**src/rtl/vga_timing_controller.sv**
```systemverilog
// Raster timing generator for VGA 640x400@70Hz: horizontal/vertical counters,
// sync and display decodes, one-cycle-early pixel fetch, and a frame-aligned run/stop.
module vga_timing_controller #(
   parameter int unsigned H_ACTIVE  = 640,
   parameter int unsigned H_FP      = 16,
   parameter int unsigned H_SYNC    = 96,
   parameter int unsigned H_BP      = 48,
   parameter int unsigned V_ACTIVE  = 400,
   parameter int unsigned V_FP      = 12,
   parameter int unsigned V_SYNC    = 2,
   parameter int unsigned V_BP      = 35,
   parameter bit          HSYNC_POL = 1'b0,
   parameter bit          VSYNC_POL = 1'b1
) (
   input  logic       clk,
   input  logic       reset,
   input  logic       run,
   output logic [9:0] h_count,
   output logic [8:0] v_count,
   output logic       hsync,
   output logic       vsync,
   output logic       display_en,
   output logic       fetch_req,
   output logic       line_end,
   output logic       frame_start,
   output logic       busy
);

   localparam int unsigned HW      = 10;
   localparam int unsigned VW      = 9;
   localparam int unsigned H_TOTAL = H_ACTIVE + H_FP + H_SYNC + H_BP;
   localparam int unsigned V_TOTAL = V_ACTIVE + V_FP + V_SYNC + V_BP;

   localparam logic [HW-1:0] H_LAST     = HW'(H_TOTAL - 1);
   localparam logic [HW-1:0] H_VIS      = HW'(H_ACTIVE);
   localparam logic [HW-1:0] H_SYNC_BEG = HW'(H_ACTIVE + H_FP);
   localparam logic [HW-1:0] H_SYNC_END = HW'(H_ACTIVE + H_FP + H_SYNC - 1);
   localparam logic [VW-1:0] V_LAST     = VW'(V_TOTAL - 1);
   localparam logic [VW-1:0] V_VIS      = VW'(V_ACTIVE);
   localparam logic [VW-1:0] V_SYNC_BEG = VW'(V_ACTIVE + V_FP);
   localparam logic [VW-1:0] V_SYNC_END = VW'(V_ACTIVE + V_FP + V_SYNC - 1);

   typedef enum logic [1:0] {
      ST_IDLE = 2'd0,
      ST_RUN  = 2'd1,
      ST_STOP = 2'd2
   } state_e;

   state_e         state_q, state_d;
   logic [HW-1:0]  h_q, h_d, h_nxt;
   logic [VW-1:0]  v_q, v_d, v_nxt;
   logic           h_wrap, v_wrap;

   // Next-state and next-position; STOP only returns to IDLE on the last pixel of a frame.
   always_comb begin
      h_wrap  = (h_q == H_LAST);
      v_wrap  = (v_q == V_LAST);
      h_nxt   = h_wrap ? '0 : h_q + HW'(1);
      v_nxt   = v_q;
      if (h_wrap) begin
         v_nxt = v_wrap ? '0 : v_q + VW'(1);
      end
      state_d = state_q;
      h_d     = h_q;
      v_d     = v_q;
      case (state_q)
         ST_IDLE: begin
            if (run) state_d = ST_RUN;
         end
         ST_RUN: begin
            h_d = h_nxt;
            v_d = v_nxt;
            if (!run) state_d = ST_STOP;
         end
         ST_STOP: begin
            if (h_wrap && v_wrap && !run) begin
               state_d = ST_IDLE;
               h_d     = '0;
               v_d     = '0;
            end else begin
               h_d = h_nxt;
               v_d = v_nxt;
               if (run) state_d = ST_RUN;
            end
         end
         default: begin
            state_d = ST_IDLE;
            h_d     = '0;
            v_d     = '0;
         end
      endcase
   end

   always_ff @(posedge clk or posedge reset) begin
      if (reset) begin
         state_q <= ST_IDLE;
         h_q     <= '0;
         v_q     <= '0;
      end else begin
         state_q <= state_d;
         h_q     <= h_d;
         v_q     <= v_d;
      end
   end

   // Decodes track the registered counters in the same cycle and go inactive in IDLE.
   always_comb begin
      busy        = (state_q != ST_IDLE);
      h_count     = h_q;
      v_count     = v_q;
      hsync       = (busy && (h_q >= H_SYNC_BEG) && (h_q <= H_SYNC_END)) ? HSYNC_POL : ~HSYNC_POL;
      vsync       = (busy && (v_q >= V_SYNC_BEG) && (v_q <= V_SYNC_END)) ? VSYNC_POL : ~VSYNC_POL;
      display_en  = busy && (h_q < H_VIS) && (v_q < V_VIS);
      line_end    = busy && h_wrap;
      frame_start = busy && (h_q == '0) && (v_q == '0);
      // Fetch looks at where the raster will be after the coming edge.
      fetch_req   = !reset && (state_d != ST_IDLE) && (h_d < H_VIS) && (v_d < V_VIS);
   end

endmodule

```
**config.mk**
```make
export PLATFORM = sky130hd
export DESIGN_NAME = vga_timing_controller
export DESIGN_NICKNAME = d
export VERILOG_FILES = /design/src/rtl/vga_timing_controller.sv
export SDC_FILE = /design/constraint.sdc
export NUM_CORES = 1
export LEC_CHECK = 0
export BUFFER_PORTS_ARGS = -buffer_cell sky130_fd_sc_hd__buf_2
export CAP_MARGIN = 20
export CORE_UTILIZATION = 30
export CTS_BUF_LIST = sky130_fd_sc_hd__clkbuf_8
export DETAILED_ROUTE_END_ITERATION = 10
export PLACE_DENSITY = 0.57
export SLEW_MARGIN = 30
export SYNTH_ARGS = -nofsm -noshare
export SYNTH_HDL_FRONTEND = slang
export SYNTH_SLANG_ARGS = --single-unit
```
**constraint.sdc**
```tcl
create_clock -name clk -period 3.23 [get_ports clk]
set_clock_uncertainty 0.05 [all_clocks]
set_input_delay 0.4845 -clock clk [delete_from_list [all_inputs] [get_ports clk]]
set_output_delay 0.4845 -clock clk [all_outputs]
set_load 0.01 [all_outputs]
```
==> tab_implementation.tex <==
\begin{tabular}{lr}
\hline
Metric & Value \\
\hline
\multicolumn{2}{l}{\textbf{STA}} \\
Fraction of the cycle the final worst path needs & 1.00 \\
Max-slew violation total from the final report & 0 \\
Maximum operating frequency & 0.309 GHz \\
RSZ-0062 raised after global routing & yes \\
Final setup viols & 1 \\
Shortest clock period the worst path allows after layout & 3.24 ns \\
Worst slack on hold paths & 0.255 ns \\
Least setup slack across all paths after layout & -0.00575 ns \\
Setup\_tns & -0.00575 ns \\
Final-report hold violation count & 0 \\
Transition time of the tightest slew-check pin & 0.418 ns \\
Relative slew slack & 0.721 \\
\multicolumn{2}{l}{\textbf{Die}} \\
I/O pin cnt & 29 \\
Cell row count & 25 \\
Floorplan die width & 72.0 um \\
Placeable core area & 4720 um\^{}2 \\
DIE HEIGHT & 72.0 um \\
Starting utilization of the core area & 0.312 \\
Floorplan die area & 5190 um\^{}2 \\
\multicolumn{2}{l}{\textbf{Layout}} \\
Filler instances & 478 \\
Nets@finish & 231 \\
Antenna fix cells & 0 \\
FF/Latch Area & 527 um\^{}2 \\
Layout cell share with drive strength beyond 1 & 0.275 \\
Most common cell after layout, fill and taps aside & buf\_2 \\
Combined area of the multi-input logic cells & 907 um\^{}2 \\
Commonest non-fill, non-tap cells in the layout & buf\_2 (28), nand2\_1 (21), o21ai\_0 (20), dfrtp\_1 (20), buf\_4 (17) \\
Layout overhead on the synthesized area & 27.6\% \\
Final cell count without fillers & 289 \\
\multicolumn{2}{l}{\textbf{Synth}} \\
Dominant register cell in the synthesized netlist & dfrtp\_1 \\
Synthesized netlist net count & 187 \\
Share of async-settable or async-resettable flops after synthesis & 1.00 \\
Sequential area share after synthesis & 0.357 \\
Syn Std Cell Area & 1470 um\^{}2 \\
Number of synthesized flops with an enable pin & 0 \\
Number of warning messages in the yosys log & 0 \\
Post-Syn Instances & 179 \\
Number of synthesized register bits & 21 \\
Synthesized area per cell & 8.22 um\^{}2 \\
Number of library cell types mapped by synthesis & 46 \\
\multicolumn{2}{l}{\textbf{GRT}} \\
Initial antenna violation count & 0 \\
Largest net degree at the start of global routing & 22 \\
Global-route total usage across every layer & 0.169 \\
Global-route congestion overflow total & 0 \\
Vias in the first global route & 1,425 \\
First-pass GRT wire length & 6.80 mm \\
\multicolumn{2}{l}{\textbf{Setup path}} \\
Endpoint kind of the worst setup timing path & primary output \\
Startpoint type of the worst setup path & flip-flop \\
Crit path DAT & 2.70 ns \\
Maximum fanout encountered on the critical timing path & 6 \\
Kind of critical path & flip-flop to primary output \\
Required @ worst endpoint & 2.70 ns \\
\multicolumn{2}{l}{\textbf{Pwr}} \\
Maximum ir drop on the vdd rail & 0.304 mV \\
Leakage power & 0.854 nW \\
Pwr/cell area & 381 nW/um\^{}2 \\
\multicolumn{2}{l}{\textbf{Route}} \\
Routed length per instance & 14.8 um \\
Routed wire length & 4.29 mm \\
Detailed-router iteration count before antenna repair & 4 \\
Vias after detailed routing & 1,549 \\
Post-detailed-route via-to-cell ratio & 5.36 \\
Remaining DRCs & 0 \\
Detailed Route Iter0 Violations & 67 \\
Antenna violation net count after detailed routing & 0 \\
\multicolumn{2}{l}{\textbf{Placed design}} \\
Number of buffers added on ports & 28 \\
Cells after DPL & 280 \\
Final Wtd Congestion & 0.805 \\
DPL Wire Length & 3.03 mm \\
\multicolumn{2}{l}{\textbf{Status}} \\
Run status & finished with violations \\
Violated checks & setup timing \\
\multicolumn{2}{l}{\textbf{Clock tree}} \\
Num CTS Buffers & 3 \\
CTS clock-pin slew for the worst setup and hold paths & 0.08 ns \\
Clock sink total & 21 \\
Max H-tree Level & 1 \\
Max Root-Sink Buffers & 2 \\
CTS tree & yes \\
Clock Latency Late Sink & 0.27 ns \\
Buffer type at the clock tree root & clkbuf\_8 \\
\multicolumn{2}{l}{\textbf{Hold path}} \\
Path class of the lowest-slack min-delay path & input port to asynchronous set/reset pin \\
\multicolumn{2}{l}{\textbf{Run}} \\
Total of max-cap violations & 0 \\
\hline
\end{tabular}
==> metrics by stage <==
step                       util  instance area [um^2]  worst slack [ns]  power, W
after global placement    0.371                  1750             0.196  0.000529
after global routing      0.397                  1880           -0.0486  0.000761
after CTS                 0.385                  1820            0.0106  0.000718
final                     0.397                  1880          -0.00575  0.000715
after floorplan               -                  1470             0.269  0.000446
after detailed placement  0.371                  1750             0.174  0.000534
==> final cells by class <==
type | instances | share of cell area
clock inverter | 1 | 0.00267
multi-input combinational | 142 | 0.483
sequential | 21 | 0.281
clock buffer | 3 | 0.0220
tap | 67 | 0.0447
inverter | 9 | 0.0180
timing repair buffer | 46 | 0.149
==> final timing paths <==
path / cells past startpoint / slack (ns) / to / startpoint
max: 8 / -0.006 / fetch_req / h_count[6]
min: 3 / 0.26 / v_count[3] / reset
max reg2reg: 7 / 0.83 / v_count[3] / h_count[6]
min reg2reg: 1 / 0.50 / h_count[0] / h_count[0]
max in group asynchronous: 3 / 2.63 / h_count[0] / reset
min in group clk: 2 / 0.36 / state_q[1] / run
==> kinds of logic (layout without fill, tap and decap cells) <==
family / Yosys count / in the layout / synth area share
DFF: 21 / 21 / 0.357
buffers and inverters: 16 / 59 / 0.0510
muxes: 1 / 1 / 0.00680
adders and majority gates: 6 / 6 / 0.0493
AOI/OAI and AO/OA: 54 / 54 / 0.231
xor gates and xnor gates: 3 / 3 / 0.0179
and+or+nand+nor: 78 / 78 / 0.287
==> cell usage after synthesis (4+ instances only) <==
library cell  instances  area share
nand4_1               5       0.021
clkbuf_1              4       0.010
o21ai_0              21       0.071
a31oi_1               4       0.017
nand2_1              21       0.054
dfrtp_1              21        0.36
a21oi_1               9       0.031
nor3_1                6       0.020
nand3_1              10       0.034
o31ai_1               4       0.020
nor2_1                7       0.018
inv_1                 9       0.023
nor4_1                4       0.017
and2_1                4       0.017
ha_1                  5       0.043
==> report_power, final <==
part | internal, W | switching, W
Clock | 0.0000863 | 0.0000958
Combinational | 0.0000893 | 0.000118
Sequential | 0.000287 | 0.0000387
Total | 0.000463 | 0.000252
==> what timing repair did <==
action / 4_1_cts / 5_1_grt
pin swaps: 2 / 5
resized for setup: 1 / 9
setup buffers: 2 / 3
hold buffers: 0 / 0
endpoints found under the setup margin: 1 / 1
==> registers in the layout, summed over array words and instances, names as in the netlist <==
signal	cells
state_q	2
v_count	9
h_count	10
==> worst max-delay path, stage by stage, from the launching register on <==
cell      delay [ns]
dfrtp_1         0.38
or4b_4          0.54
or3_4           0.43
buf_4           0.17
o21ai_4         0.16
o21ai_1         0.10
a21o_1          0.22
a311oi_2        0.26
buf_2           0.17
==> metal layers <==
layer,wire [um],part of all wire,track usage
met1,1990,0.46,0.237
met2,1960,0.46,0.257
met3,268,0.063,0.0306
met4,68,0.016,0.0741
met5,0,0,0
Power figures use the tool's default switching activity.
